--- config.mk ---
export PLATFORM = sky130hd
export DESIGN_NAME = ucode_loader
export DESIGN_NICKNAME = d
export VERILOG_FILES = /design/src/rtl/ucode_loader.sv
export SDC_FILE = /design/constraint.sdc
export NUM_CORES = 1
export LEC_CHECK = 0
export BUFFER_PORTS_ARGS = -buffer_cell sky130_fd_sc_hd__buf_4
export CAP_MARGIN = 20
export CORE_UTILIZATION = 51
export CTS_CLUSTER_SIZE = 24
export DETAILED_ROUTE_END_ITERATION = 8
export PLACE_DENSITY_LB_ADDON = 0.08
export SLEW_MARGIN = 20
export SYNTH_ARGS = -nofsm -noshare
export SYNTH_HDL_FRONTEND = slang
export SYNTH_SLANG_ARGS = --single-unit
--- constraint.sdc ---
create_clock -name clk -period 4.4 [get_ports clk]
set_clock_uncertainty 0.2 [all_clocks]
set_input_delay 0.66 -clock clk [delete_from_list [all_inputs] [get_ports clk]]
set_output_delay 0.66 -clock clk [all_outputs]
set_load 0.005 [all_outputs]
--- src/rtl/ucode_loader.sv ---
// Host-link loader for the microcode sequencer: parses LOAD/LOOP byte frames, writes
// 16-bit words into the control ROM, checks the XOR checksum and optionally launches.
module ucode_loader #(
    parameter bit         AUTO_START = 1'b1,
    parameter logic [7:0] HDR_LOAD   = 8'hA5,
    parameter logic [7:0] HDR_LOOP   = 8'h5A
) (
    input  logic        clk,
    input  logic        rst,
    input  logic        in_valid,
    input  logic [7:0]  in_data,
    output logic        in_ready,
    input  logic        abort_i,
    input  logic        seq_ready,
    output logic        rom_we,
    output logic [7:0]  rom_waddr,
    output logic [15:0] rom_wdata,
    output logic        seq_start,
    output logic [7:0]  loop_addr,
    output logic        busy,
    output logic        done,
    output logic [1:0]  err
);

    typedef enum logic [3:0] {
        StIdle, StAddr, StCnt, StDhi, StDlo, StCsum, StLaddr, StLcsum, StLaunch
    } state_t;

    state_t      state_q, state_d;
    logic [7:0]  ptr_q, ptr_d;
    logic [8:0]  cnt_q, cnt_d;
    logic [7:0]  hi_q, hi_d;
    logic [7:0]  xor_q, xor_d;
    logic [7:0]  laddr_q, laddr_d;

    logic        in_ready_q, in_ready_d;
    logic        rom_we_q, rom_we_d;
    logic [7:0]  rom_waddr_q, rom_waddr_d;
    logic [15:0] rom_wdata_q, rom_wdata_d;
    logic        seq_start_q, seq_start_d;
    logic [7:0]  loop_addr_q, loop_addr_d;
    logic        busy_q, busy_d;
    logic        done_q, done_d;
    logic [1:0]  err_q, err_d;

    logic        accept;
    logic [7:0]  xor_nxt;

    assign accept  = in_valid & in_ready_q;
    assign xor_nxt = xor_q ^ in_data;

    always_comb begin
        state_d     = state_q;
        ptr_d       = ptr_q;
        cnt_d       = cnt_q;
        hi_d        = hi_q;
        xor_d       = xor_q;
        laddr_d     = laddr_q;
        rom_we_d    = 1'b0;
        rom_waddr_d = rom_waddr_q;
        rom_wdata_d = rom_wdata_q;
        seq_start_d = 1'b0;
        loop_addr_d = loop_addr_q;
        done_d      = 1'b0;
        err_d       = err_q;

        // Abort wins over any byte accepted in the same cycle.
        if (abort_i && state_q != StIdle) begin
            state_d = StIdle;
            err_d   = 2'b11;
        end else begin
            unique case (state_q)
                StIdle: begin
                    if (accept) begin
                        if (in_data == HDR_LOAD) begin
                            state_d = StAddr;
                            err_d   = 2'b00;
                            xor_d   = 8'h00;
                        end else if (in_data == HDR_LOOP) begin
                            state_d = StLaddr;
                            err_d   = 2'b00;
                            xor_d   = 8'h00;
                        end else begin
                            err_d   = 2'b10;
                        end
                    end
                end
                StAddr: begin
                    if (accept) begin
                        ptr_d   = in_data;
                        xor_d   = xor_nxt;
                        state_d = StCnt;
                    end
                end
                StCnt: begin
                    if (accept) begin
                        cnt_d   = (in_data == 8'h00) ? 9'd256 : {1'b0, in_data};
                        xor_d   = xor_nxt;
                        state_d = StDhi;
                    end
                end
                StDhi: begin
                    if (accept) begin
                        hi_d    = in_data;
                        xor_d   = xor_nxt;
                        state_d = StDlo;
                    end
                end
                StDlo: begin
                    if (accept) begin
                        rom_we_d    = 1'b1;
                        rom_waddr_d = ptr_q;
                        rom_wdata_d = {hi_q, in_data};
                        ptr_d       = ptr_q + 8'd1;
                        cnt_d       = cnt_q - 9'd1;
                        xor_d       = xor_nxt;
                        state_d     = (cnt_q != 9'd1) ? StDhi : StCsum;
                    end
                end
                StCsum: begin
                    if (accept) begin
                        if (xor_nxt == 8'h00) begin
                            done_d  = 1'b1;
                            state_d = AUTO_START ? StLaunch : StIdle;
                        end else begin
                            err_d   = 2'b01;
                            state_d = StIdle;
                        end
                    end
                end
                StLaddr: begin
                    if (accept) begin
                        laddr_d = in_data;
                        xor_d   = xor_nxt;
                        state_d = StLcsum;
                    end
                end
                StLcsum: begin
                    if (accept) begin
                        if (xor_nxt == 8'h00) begin
                            loop_addr_d = laddr_q;
                            done_d      = 1'b1;
                        end else begin
                            err_d       = 2'b01;
                        end
                        state_d = StIdle;
                    end
                end
                StLaunch: begin
                    if (seq_ready) begin
                        seq_start_d = 1'b1;
                        state_d     = StIdle;
                    end
                end
                default: state_d = StIdle;
            endcase
        end

        in_ready_d = (state_d != StLaunch);
        busy_d     = (state_d != StIdle);
    end

    always_ff @(posedge clk or posedge rst) begin
        if (rst) begin
            state_q     <= StIdle;
            ptr_q       <= 8'h00;
            cnt_q       <= 9'd0;
            hi_q        <= 8'h00;
            xor_q       <= 8'h00;
            laddr_q     <= 8'h00;
            in_ready_q  <= 1'b0;
            rom_we_q    <= 1'b0;
            rom_waddr_q <= 8'h00;
            rom_wdata_q <= 16'h0000;
            seq_start_q <= 1'b0;
            loop_addr_q <= 8'h00;
            busy_q      <= 1'b0;
            done_q      <= 1'b0;
            err_q       <= 2'b00;
        end else begin
            state_q     <= state_d;
            ptr_q       <= ptr_d;
            cnt_q       <= cnt_d;
            hi_q        <= hi_d;
            xor_q       <= xor_d;
            laddr_q     <= laddr_d;
            in_ready_q  <= in_ready_d;
            rom_we_q    <= rom_we_d;
            rom_waddr_q <= rom_waddr_d;
            rom_wdata_q <= rom_wdata_d;
            seq_start_q <= seq_start_d;
            loop_addr_q <= loop_addr_d;
            busy_q      <= busy_d;
            done_q      <= done_d;
            err_q       <= err_d;
        end
    end

    assign in_ready  = in_ready_q;
    assign rom_we    = rom_we_q;
    assign rom_waddr = rom_waddr_q;
    assign rom_wdata = rom_wdata_q;
    assign seq_start = seq_start_q;
    assign loop_addr = loop_addr_q;
    assign busy      = busy_q;
    assign done      = done_q;
    assign err       = err_q;

endmodule
## Yosys cells after proc, flatten, opt, wreduce, memory -nomap -nowiden

Index checks and enable logic that the tools add are counted.

- Add/sub/neg operators: 2
- Shift-type cells: 0
- Div/mod/pow operators: 0
- Reduce and logical (&&, ||, !) cells: 20
- $lt $le $gt $ge: 0
- Bitwise logic cells: 3
- Multiplexer cells: 44
- $mul: 0
- Equality and inequality tests: 21

Operator list:

| operator | count |
|---|---|
| 4-bit 2-to-1 mux | 13 |
| 8-bit 2-to-1 mux | 6 |
| 4-bit one-hot mux with 9 select lines | 1 |
| 8-bit one-hot mux with 2 select lines | 2 |
| 9-bit 2-to-1 mux | 3 |
| 9-bit one-hot mux with 2 select lines | 1 |
| 4-bit by 3-bit == test with 1-bit output (second input constant) | 4 |
| 8-bit zero test | 2 |
| 4-bit AND reduction | 4 |
| 2-bit 2-to-1 mux | 6 |
| 1-bit 2-to-1 mux | 10 |
| 3-bit != test (second input constant) | 3 |
| 9-bit by 1-bit != test with 1-bit output (second input constant) | 1 |
| 3-bit AND reduction | 3 |
| 9-bit by 1-bit subtractor with 9-bit output (second input constant) | 1 |
| 8-bit by 1-bit adder with 8-bit output (second input constant) | 1 |
| 4-bit by 2-bit == test with 1-bit output (second input constant) | 2 |
| 8-bit by 7-bit == test with 1-bit output (second input constant) | 1 |
| 8-bit == test (second input constant) | 1 |
| 2-bit != test (second input constant) | 4 |
| 4-bit nonzero test | 2 |
| 8-bit bitwise XOR | 1 |
| 2-bit nonzero test | 3 |
| 5-bit AND reduction | 1 |
| 14 further kinds | 14 |

- Memory bits (writable): 0
- Latch bits: 0
- Logic and storage cells: 105
- Register bits after elaboration: 84
- Memories: 0
- Input bits: 13
- Memory bits (read-only): 0
- Output and inout bits: 39

## Depth between registers and ports, before layout

Gate-level depths: netlist of run 1.

- Depth after elaboration: 7
- Gate-level depth with buffers: 8
- Depth with buffers taken out: 7

## Worst setup path before layout of run 1

Ideal clock, no wire load.

- Path type: input to register
- Start point: in in_data[1]
- End point: reg xor_q[0]
- Cell stages on the path: 6
- Setup slack: 1.815 ns
- Required time: 4.134 ns
- Library setup time: 0.066 ns
- Path buffers: 1
- Arrival time: 2.319 ns
- Path through: buf_4 nor4_4 a21oi_2 a2111oi_4 nor4b_4 a22o_1

- Longest elaborated chain between the ends: 4
- Elaborated cells on any way between the ends: 7
- Those cells by class: eq/ne (3); mux (3); reduce/logical (1)

RTL lines:

| item | line | text |
|---|---|---|
| start: declaration | 11 | `input logic [7:0] in_data,` |
| 8-bit == test | 75 | `if (in_data == HDR_LOAD) begin` |
| 8-bit 2-to-1 mux | 75 |  |
| 8-bit 2-to-1 mux | 74 | `if (accept) begin` |
| 8-bit one-hot mux with 2 select lines | 72 | `unique case (state_q)` |
| end signal: assignment | 185 | `xor_q <= xor_d;` |
| end: declaration | 33 | `logic [7:0] xor_q, xor_d;` |

Several ways; a longest one is shown, not always the timed one. The select of a mux whose other input is x is not followed.
A chain may end at the register's enable or synchronous reset.

## Final worst setup path of run 1

- Start point: reg state_q[3]
- End point: reg rom_waddr_q[4], in the netlist rom_waddr[4]

- Longest elaborated chain between the ends: 4
- Elaborated cells on any way between the ends: 5
- Those cells by class: eq/ne (1); bitwise (1); reduce/logical (3)

RTL lines:

| item | line | text |
|---|---|---|
| start: declaration | 29 | `state_t state_q, state_d;` |
| start signal: assignment | 165 | `state_q <= StIdle;` |
| start signal: assignment | 181 | `state_q <= state_d;` |
| 4-bit nonzero test | 68 | `if (abort_i && state_q != StIdle) begin` |
| 1-bit logical AND | 68 |  |
| 1-bit NOT (no source line) | - |  |
| 3-bit AND reduction (no source line) (*) | - |  |
| end signal: assignment | 189 | `rom_waddr_q <= rom_waddr_d;` |
| end: declaration | 38 | `logic [7:0] rom_waddr_q, rom_waddr_d;` |

Every way passes the cells marked *; elsewhere a longest branch is shown, timed or not.

==> flow_metrics.env, run 1 <==
export IMPL_overflow=0
export IMPL_cp_slowest_cell="dfrtp_1"
export IMPL_route_detailed_drc=0
export IMPL_crit_family="flip-flops"
export IMPL_pwr_share_comb_pct=16.0
export IMPL_clkLatencyLatePin_ns=0.36
export IMPL_die_area_um2=8480
export IMPL_cts_sinks=84
export IMPL_clkPwrFrac_pct=30.5
export IMPL_max_freq_mhz=332
export IMPL_dp_slack_ns=1.37
export IMPL_finalSetupViolations=0
export IMPL_wirelength_um=8930
export IMPL_leakage_nw=2.26
export IMPL_crit_buf_inv=1
export IMPL_start_util_pct=53.3
export IMPL_finalNetCount=430
export IMPL_area_delta_synth_final_pct=14.9
export IMPL_critPathMaxStageDelay_ns=0.68
export IMPL_layout_setup_ws_ns=1.38
export IMPL_cp_end_kind="flip-flop"
export IMPL_grt_usage_pct=23.0
export IMPL_fin_crit_sh_pct=68.5
export IMPL_hpwl_um=5920
export IMPL_post_cts_resized=0
export IMPL_hold_path_class="in -> async"
export IMPL_relSlewSlack_pct=30.3
export IMPL_worstPathArrival_ns=3.07
export IMPL_grt_pass1_wl_um=15100
export IMPL_firstDrtPassIters=4
export IMPL_clk_path_buf_depth=2
export IMPL_worst_slew_pin_slew_ns=1.04
export IMPL_total_power_mw=1.87
export IMPL_die_h_um=92.1
export IMPL_via_per_inst=5.77
export IMPL_synth_area_um2=4140
export IMPL_wl_per_cell_um=17.1
export IMPL_synth_main_ff_cell="dfrtp_1"
export IMPL_ir_worst_vdd_uv=193
export IMPL_final_max_slew_viol_count=0
export IMPL_cellPowerDensity_nw_per_um2=393
export IMPL_hold_buffers=0
export IMPL_path_clk_slew_ns=0.09
export IMPL_seqPwrFrac_pct=53.5
export IMPL_core_um2=7770
export IMPL_place_congestion=0.886
export IMPL_syn_area_per_cell_um2=11.0
export IMPL_hold_violations=0
export IMPL_dieWidth_um=92.1
export IMPL_rows=32
export IMPL_synthTopCellsByCount="dfrtp_1 (84), mux2_2 (47), nor2_1 (30)"
export IMPL_grt_pass1_vias=2965
export IMPL_synthDominantCellAreaShare_pct=50.8
export IMPL_critPathMaxFanout=24
export IMPL_ant_nets=0
export IMPL_criticalPathCategory="reg -> reg"
export IMPL_grt_start_max_net_pins=57
export IMPL_antenna_found_initial=0
export IMPL_drt_iter0_drc=123
export IMPL_cts_buffers=9
export IMPL_fin_tns_setup_ns=0
export IMPL_p_sw_mw=0.574
export IMPL_yosysTopAreaCell="dfrtp_1"
export IMPL_n_antenna_cell=0
export IMPL_maxCapViolCount=0
export IMPL_worst_path_stages=6
export IMPL_path_cells="o41ai_4, nand2_4, nor2_1, nand2_1, clkinv_1, mux2_2"
export IMPL_port_buffers=51
export IMPL_routed_via_count=3007
export IMPL_swShare_pct=30.7
export IMPL_synth_cells=376
export IMPL_synth_distinct_cells=54
export IMPL_synth_area_leaders="dfrtp_1 (51%), mux2_2 (13%), o21ai_0 (2.8%), nor2_1 (2.7%), a21oi_1 (2.7%)"
export IMPL_internal_power_mw=1.29
export IMPL_worst_ep_required_time_ns=4.45
export IMPL_synthesis_nets=392
export IMPL_cts_root_buffer="clkbuf_8"
export IMPL_ys_seq_area_share_pct=50.8
export IMPL_drive_gt1_share_pct=31.0
export IMPL_cp_start_kind="flip-flop"
export IMPL_cts_tree="yes"
export IMPL_r2r_cells=6
export IMPL_final_min_clock_period_ns=3.02
export IMPL_status="finished clean"
export IMPL_synth_most_common_cell="dfrtp_1"
export IMPL_synth_edf_count=0
export IMPL_io_pins=52
export IMPL_postCtsSetupBuffers=0
export IMPL_ys_ff_latch=84
export IMPL_ys_async_sr_fraction_pct=100
export IMPL_yosysWarnings=0
export IMPL_rsz0062_at_grt="false"
export IMPL_cts_htree_levels=3
==> routing by layer <==
metal	GRT usage, %	up-vias	part of all wire [%]
met5	0	-	0
met4	6.51	0	1.1
met3	6.80	10	5.2
met2	34.6	75	45
met1	32.3	1493	48
li1	-	1429	-
==> area by class of cell <==
| type | instances | area (µm²) |
|---|---|---|
| well taps | 102 | 128 |
| repair buffers | 54 | 418 |
| inverters | 11 | 42.5 |
| clock buffers | 9 | 124 |
| clock inverters | 7 | 73.8 |
| fillers | 653 | 3020 |
| multi-input cells | 254 | 1860 |
| flip-flops and latches | 84 | 2100 |
==> path summary, 6_finish.rpt <==
kind | slack, ns | end | start
max in group asynchronous | 2.95 | rom_wdata[5]$_DFFE_PP0P_ | rst
min in group clk | 0.31 | hi_q[0]$_DFFE_PP0P_ | hi_q[0]$_DFFE_PP0P_
hold reg to reg | 0.31 | hi_q[0]$_DFFE_PP0P_ | hi_q[0]$_DFFE_PP0P_
setup reg to reg | 1.38 | rom_waddr[4]$_DFFE_PP0P_ | state_q[3]$_DFF_PP0_
hold / removal | 0.10 | hi_q[3]$_DFFE_PP0P_ | rst
setup / recovery | 1.38 | rom_waddr[4]$_DFFE_PP0P_ | state_q[3]$_DFF_PP0_
==> power by group through the flow <==
| stage | sequential [mW] | combinational, mW | clock [mW] |
|---|---|---|---|
| after detailed placement | 1.01 | 0.299 | 0 |
| after global placement | 1.01 | 0.294 | 0 |
| after floorplan | 0.978 | 0.239 | 0 |
| final | 0.999 | 0.299 | 0.570 |
| after global routing | 1.02 | 0.343 | 0.618 |
| after CTS | 0.997 | 0.300 | 0.581 |
==> worst reg2reg max path: cells and delay by family, from the launching register on <==
kind                   cells  cell delay (ns)
AO/OA/AOI/OAI              1             0.52
flip-flops                 1             0.68
buffers and inverters      1             0.48
multiplexers               1             0.42
AND/OR/NAND/NOR            3             0.61
==> through the flow <==
step                util [%]  instances  hold slack [ns]  area (µm²)
detailed placement      58.4        504            0.293        4530
finish                  61.2        521            0.101        4750
global route            61.2        521            0.127        4750
global placement        58.4        504            0.281        4530
floorplan                  -        376            0.274        4140
CTS                     60.9        520            0.307        4730
==> state kept, by name, indices dropped and copies added (netlist names) <==
register	cells
rom_waddr	8
loop_addr	8
ptr_q	8
done	1
cnt_q	9
rom_we	1
seq_start	1
err	2
busy	1
laddr_q	8
hi_q	8
xor_q	8
rom_wdata	16
in_ready	1
state_q	4
==> cells by family after synthesis <==
family	Yosys count	share of synthesized area (%)
buffers and inverters	38	4.23
AOI/OAI and AO/OA	86	14.1
xor gates and xnor gates	11	2.33
muxes	48	13.0
DFF	84	50.8
adders and majority gates	3	0.908
and+or+nand+nor	106	14.5
==> cell usage in the layout (no fill, tap or decap), types with 9 or more instances in the layout <==
cell       n
dfrtp_1   84
buf_4     53
mux2_2    47
nor2_1    30
o21ai_0   23
a21oi_1   22
nand2_1   14
xnor2_1   10
inv_1      9
nor2b_1    9
clkbuf_8   9
(Power assumes the default switching activity.)
==> run 2: changes to the inputs <==
- clock period: 4.4 -> 2.71 ns (I/O delays scaled with it)
==> run 2 against run 1 <==
Against the previous run:
- wire length is 1.4% higher
- sequential share of layout area is 1.4 points lower
- die area stayed put
- critical path depth is 1 lower
- clock-buffer cell count stayed put
- non-clock buffer count is 18 higher
- via count is 2.6% higher
- register-to-register slack worse by 1.1 ns
- sequential power is 62% higher
- maximum frequency is 23% higher
- critical path type unchanged
==> flow_metrics.env, run 2 (synthesized netlist as in run 1, its figures left out) <==
export IMPL_status="finished clean"
export IMPL_path_clk_slew_ns=0.10
export IMPL_pwr_share_comb_pct=16.3
export IMPL_regArea_um2=2100
export IMPL_fin_tns_setup_ns=0
export IMPL_routed_via_count=3086
export IMPL_wl_per_cell_um=16.8
export IMPL_cellPowerDensity_nw_per_um2=628
export IMPL_maxCapViolCount=0
export IMPL_largest_reg_flops=16
export IMPL_ir_worst_vdd_uv=455
export IMPL_multi_input_comb_area_um2=1860
export IMPL_post_cts_resized=0
export IMPL_cts_buffers=9
export IMPL_drt_iter0_drc=159
export IMPL_cts_htree_levels=3
export IMPL_worst_slew_pin_slew_ns=0.489
export IMPL_dpl_cell_count=522
export IMPL_n_fill_cell=646
export IMPL_dieWidth_um=92.1
export IMPL_die_h_um=92.1
export IMPL_cts_sinks=84
export IMPL_ant_nets=0
export IMPL_finalSetupViolations=0
export IMPL_seqPwrFrac_pct=52.4
export IMPL_place_congestion=0.836
export IMPL_fin_crit_sh_pct=90.5
export IMPL_cts_tree="yes"
export IMPL_final_min_clock_period_ns=2.45
export IMPL_grt_usage_pct=23.5
export IMPL_wirelength_um=9060
export IMPL_antenna_found_initial=0
export IMPL_r2r_cells=5
export IMPL_topRoutingLayerUsed="met4"
export IMPL_critPathMaxFanout=19
export IMPL_grt_pass1_vias=3060
export IMPL_firstDrtPassIters=4
export IMPL_r2r_slack_ns=0.26
export IMPL_criticalPathCategory="reg -> reg"
export IMPL_via_per_inst=5.73
export IMPL_final_max_slew_viol_count=0
export IMPL_die_area_um2=8480
export IMPL_worstPathArrival_ns=2.53
export IMPL_relSlewSlack_pct=67.4
export IMPL_rr_startpoint="state_q[2]$_DFF_PP0_"
export IMPL_postCtsSetupBuffers=0
export IMPL_route_detailed_drc=0
export IMPL_internal_power_mw=2.13
export IMPL_cp_start_kind="flip-flop"
export IMPL_rows=32
export IMPL_rsz0062_at_grt="false"
export IMPL_port_buffers=51
export IMPL_core_um2=7770
export IMPL_wl_met2_um=4160
export IMPL_finalNetCount=448
export IMPL_hold_violations=0
export IMPL_worstReg2RegEnd="cnt_q[0]$_DFFE_PP0P_"
export IMPL_io_pins=52
export IMPL_final_cell_mix="dfrtp_1 (84), buf_4 (70), mux2_2 (47)"
export IMPL_start_util_pct=53.3
export IMPL_leakage_nw=2.36
export IMPL_grt_start_max_net_pins=64
export IMPL_hold_path_class="in -> reg"
export IMPL_overflow=0
export IMPL_area_delta_synth_final_pct=18.7
export IMPL_worstHoldPathCells=3
export IMPL_cp_end_kind="flip-flop"
export IMPL_whs_endpoint="seq_start$_DFF_PP0_"
export IMPL_clkPwrFrac_pct=31.3
export IMPL_clk_path_buf_depth=2
export IMPL_wl_met3_um=574
export IMPL_layout_commonest_cell="dfrtp_1"
export IMPL_hpwl_um=6260
export IMPL_p_sw_mw=0.956
export IMPL_worst_ep_required_time_ns=2.79
export IMPL_n_antenna_cell=0
export IMPL_grt_pass1_wl_um=15300
export IMPL_clkLatencyLatePin_ns=0.36
export IMPL_drt_met1_wl_um=4230
export IMPL_utilization_pct=63.2
export IMPL_drive_gt1_share_pct=33.6
export IMPL_max_freq_mhz=408
export IMPL_hp_start="seq_ready"
export IMPL_cts_root_buffer="clkbuf_8"
export IMPL_swShare_pct=31.0
export IMPL_stdcell_count=539
==> run 2: changes by cell type in the layout (fill, tap and decap cells not counted), sizes merged <==
| cell | previous run | this run |
|---|---|---|
| inv | 11 | 13 |
| buf | 54 | 71 |
| clkinv | 5 | 3 |
| dlygate4sd3 | 0 | 1 |
==> run 2: layer usage <==
metal  vias up  track usage (%)
li1       1475                -
met1      1518             33.6
met2        84             35.2
met3         9             6.05
met4         0             7.29
met5         -                0
==> run 2: repair_timing <==
| item | CTS | global route |
|---|---|---|
| hold endpoints to repair | 21 | 0 |
| hold buffers | 1 | 0 |
| setup endpoints to repair | 0 | 0 |
==> run 2: how the worst max path moves through the flow <==
stage,startpoint,to,slack [ns]
2_1_floorplan,state_q[2]$_DFF_PP0_,rom_waddr[0]$_DFFE_PP0P_,0.37
4_1_cts,state_q[2]$_DFF_PP0_,cnt_q[0]$_DFFE_PP0P_,0.26
6_report,state_q[2]$_DFF_PP0_,cnt_q[0]$_DFFE_PP0P_,0.26
5_1_grt,state_q[2]$_DFF_PP0_,cnt_q[0]$_DFFE_PP0P_,0.17
3_5_place_dp,in_data[2],loop_addr[7]$_DFFE_PP0P_,0.24
3_3_place_gp,in_data[2],loop_addr[0]$_DFFE_PP0P_,0.31
==> run 2: cell type report <==
| type | count | share of cell area (%) |
|---|---|---|
| inverters | 11 | 0.917 |
| clock inverters | 7 | 1.89 |
| clock buffers | 9 | 2.52 |
| flip-flops and latches | 84 | 42.8 |
| well taps | 102 | 2.60 |
| multi-input cells | 254 | 38.0 |
| repair buffers | 72 | 11.3 |
==> run 2: power groups by stage <==
stage / clock (mW) / combinational (mW) / sequential (mW)
after global placement: 0 / 0.489 / 1.63
after floorplan: 0 / 0.389 / 1.59
after detailed placement: 0 / 0.505 / 1.64
after global routing: 1.05 / 0.567 / 1.65
final: 0.965 / 0.502 / 1.62
after CTS: 0.994 / 0.508 / 1.61
==> run 2: stage by stage <==
stage	hold WS [ns]	setup WS, ns	power (mW)	area, µm²
3_3_place_gp	0.266	0.314	2.12	4680
4_1_cts	0.0506	0.256	3.12	4910
6_report	0.0677	0.257	3.08	4910
5_1_grt	0.0655	0.166	3.26	4910
3_5_place_dp	0.270	0.243	2.14	4680
2_1_floorplan	0.274	0.369	1.98	4140
==> run 2: critical path, stage by stage, from the launching register on <==
cell	delay [ns]
dfrtp_1	0.52
o41ai_4	0.47
nand2_4	0.14
or4_4	0.62
or3_1	0.34
o211ai_1	0.09
==> run 3: changes to the inputs <==
- ABC_AREA: default -> 1
- GPL_TIMING_DRIVEN: default -> 0
==> run 3 against run 2 <==
Against the previous run:
- global-route usage rose by 0.71 points
- die area fell by 0.24%
- core utilization shrank 0.16 points
- cell area decreased by 0.25%
- sequential share of layout area rose by 0.11 points
- setup slack improved by 0.34 ns
- sequential cell count stayed put
- critical path depth is 3 higher
==> flow_metrics.env, run 3 <==
export IMPL_ir_worst_vdd_uv=496
export IMPL_grt_util_met3_pct=3.65
export IMPL_grt_usage_pct=24.2
export IMPL_path_common_cell="nor2_8"
export IMPL_wirelength_um=9410
export IMPL_synth_area_um2=4130
export IMPL_die_area_um2=8450
export IMPL_die_h_um=92.0
export IMPL_utilization_pct=63.1
export IMPL_place_congestion=0.895
export IMPL_criticalPathCategory="reg -> reg"
export IMPL_cellPowerDensity_nw_per_um2=957
export IMPL_fin_tns_setup_ns=0
export IMPL_via_per_inst=5.12
export IMPL_postCtsSetupBuffers=0
export IMPL_hpwl_um=6830
export IMPL_grt_use_met1_pct=33.1
export IMPL_synth_distinct_cells=32
export IMPL_port_buffers=51
export IMPL_synth_edf_count=0
export IMPL_post_cts_resized=0
export IMPL_dieWidth_um=92.0
export IMPL_drive_gt1_share_pct=16.6
export IMPL_drt_iter0_drc=229
export IMPL_max_freq_mhz=472
export IMPL_hold_violations=0
export IMPL_antenna_found_initial=0
export IMPL_path_cells="nor2_4, nand2_2, inv_4, nor2_8, nor2_8, nand3_1, buf_2, o21ai_0"
export IMPL_yosysTopAreaCell="dfrtp_1"
export IMPL_synth_main_ff_cell="dfrtp_1"
export IMPL_swShare_pct=39.0
export IMPL_leakage_nw=2.52
export IMPL_ys_seq_area_share_pct=50.9
export IMPL_clkLatencyLatePin_ns=0.36
export IMPL_met2_usage_pct=40.1
export IMPL_ys_async_sr_fraction_pct=100
export IMPL_regArea_um2=2100
export IMPL_relSlewSlack_pct=59.2
export IMPL_worst_slew_pin_slew_ns=0.612
export IMPL_io_pins=52
export IMPL_worstPathArrival_ns=2.18
export IMPL_cts_htree_levels=3
export IMPL_internal_power_mw=2.86
export IMPL_overflow=0
export IMPL_crit_family="simple AND/OR/NAND/NOR gates"
export IMPL_worst_ep_required_time_ns=2.78
export IMPL_route_detailed_drc=0
export IMPL_start_util_pct=53.1
export IMPL_grt_start_max_net_pins=36
export IMPL_clkPwrFrac_pct=20.2
export IMPL_routed_via_count=3515
export IMPL_fin_crit_sh_pct=78.2
export IMPL_cp_slowest_cell="dfrtp_1"
export IMPL_wl_per_cell_um=13.7
export IMPL_final_max_slew_viol_count=0
export IMPL_synth_most_common_cell="nand2_1"
export IMPL_layout_commonest_cell="nand2_1"
export IMPL_cts_tree="yes"
export IMPL_final_cell_mix="nand2_1 (162), dfrtp_1 (84), o21ai_0 (56)"
export IMPL_synth_area_leaders="dfrtp_1 (51%), nand2_1 (15%), o21ai_0 (6.8%), inv_1 (4.9%), nor2_1 (4.3%)"
export IMPL_syn_area_per_cell_um2=8.03
export IMPL_clk_path_buf_depth=2
export IMPL_gr_max_usage_layer="met2"
export IMPL_area_delta_synth_final_pct=18.7
export IMPL_synthesis_nets=530
export IMPL_pwr_share_comb_pct=37.2
export IMPL_crit_buf_inv=2
export IMPL_status="finished clean"
export IMPL_rsz0062_at_grt="false"
export IMPL_cts_buffers=9
export IMPL_core_um2=7770
export IMPL_finalSetupViolations=0
export IMPL_firstDrtPassIters=5
export IMPL_critPathMaxStageDelay_ns=0.49
export IMPL_yosysWarnings=0
export IMPL_cp_end_kind="flip-flop"
export IMPL_synthDominantCellAreaShare_pct=50.9
export IMPL_ant_nets=0
export IMPL_multi_input_comb_area_um2=1720
export IMPL_seqPwrFrac_pct=42.6
export IMPL_cts_root_buffer="clkbuf_8"
export IMPL_cp_start_kind="flip-flop"
export IMPL_finalNetCount=595
export IMPL_ys_ff_latch=84
export IMPL_p_sw_mw=1.83
export IMPL_synthTopCellsByCount="nand2_1 (162), dfrtp_1 (84), o21ai_0 (56)"
export IMPL_n_fill_cell=706
export IMPL_cts_sinks=84
export IMPL_critPathMaxFanout=10
export IMPL_rows=32
export IMPL_hold_path_class="in -> reg"
export IMPL_largest_reg_flops=16
export IMPL_n_antenna_cell=0
export IMPL_maxCapViolCount=0
export IMPL_grt_pass1_wl_um=16200
export IMPL_synth_cells=514
export IMPL_grt_pass1_vias=3349
export IMPL_final_min_clock_period_ns=2.12
export IMPL_path_clk_slew_ns=0.09
-- run 3: cell count changes after synthesis, moves of 7 or more --
cell	change
o21ai_0	+33
nor2_1	+17
nand2_1	+148
nor2b_1	-9
mux2_2	-47
inv_1	+44
xor2_1	+7
a22o_1	-8
clkbuf_1	-9
-- run 3: worst paths after layout --
kind / endpoint / depth (start not counted) / slack [ns] / startpoint
max: laddr_q[1]$_DFFE_PP0P_ / 8 / 0.59 / state_q[0]$_DFF_PP0_
min in group asynchronous: rom_waddr[2]$_DFFE_PP0P_ / 3 / 0.44 / rst
min: seq_start$_DFF_PP0_ / 3 / 0.11 / seq_ready
max reg2reg: laddr_q[1]$_DFFE_PP0P_ / 8 / 0.59 / state_q[0]$_DFF_PP0_
min reg2reg: rom_wdata[14]$_DFFE_PP0P_ / 2 / 0.28 / rom_wdata[14]$_DFFE_PP0P_
max in group asynchronous: done$_DFF_PP0_ / 4 / 1.33 / rst
-- run 3: area by class of cell --
class | instances | share of cell area, %
Clock buffer | 10 | 2.81
Timing Repair Buffer | 54 | 8.84
Inverter | 58 | 4.57
Tap cell | 102 | 2.61
Buffer | 14 | 1.81
Sequential cell | 84 | 42.9
Multi-Input combinational cell | 358 | 35.0
Clock inverter | 6 | 1.43
-- run 3: stage by stage --
step / power [mW] / hold slack (ns) / instances / area [µm²] / setup WS (ns)
4_1_cts: 4.71 / 0.101 / 686 / 4900 / 0.581
5_1_grt: 5.07 / 0.113 / 686 / 4900 / 0.413
6_report: 4.69 / 0.107 / 686 / 4900 / 0.592
3_3_place_gp: 3.69 / 0.259 / 667 / 4640 / 0.553
2_1_floorplan: 3.15 / 0.242 / 514 / 4130 / 0.941
3_5_place_dp: 3.75 / 0.266 / 669 / 4680 / 0.594
-- run 3: metal layers --
metal	vias up	part of all wire, %	wire [µm]
met3	8	4.1	390
li1	1769	-	-
met2	87	48	4500
met1	1651	47	4430
met5	-	0	0
met4	0	0.92	87
-- run 3: timing repair --
action | 4_1_cts | 5_1_grt
endpoints found under the setup margin | 0 | 0
endpoints found under the hold margin | 21 | 0
hold buffers | 1 | 0
-- run 3: logic make-up (layout without fill, tap and decap cells) --
family	after synthesis	in the layout	synth area share, %
simple gates	252	252	26.2
compound gates	89	89	11.5
flops	84	84	50.9
buf+inv	72	142	7.49
xor+xnor	14	14	2.97
fa+ha+maj	3	3	0.910
-- run 3: power by group through the flow --
| stage | sequential [mW] | combinational, mW | clock (mW) |
|---|---|---|---|
| 6_report | 2.00 | 1.75 | 0.948 |
| 5_1_grt | 2.05 | 2.00 | 1.01 |
| 4_1_cts | 1.99 | 1.75 | 0.963 |
| 3_5_place_dp | 2.01 | 1.74 | 0 |
| 3_3_place_gp | 2.00 | 1.69 | 0 |
| 2_1_floorplan | 1.95 | 1.20 | 0 |
-- run 3: tightest hold or removal path, delay by kind of cell --
| kind | cells | cell delay (ns) |
|---|---|---|
| and+or+nand+nor | 2 | 0.12 |
| buffers and inverters | 1 | 0.11 |
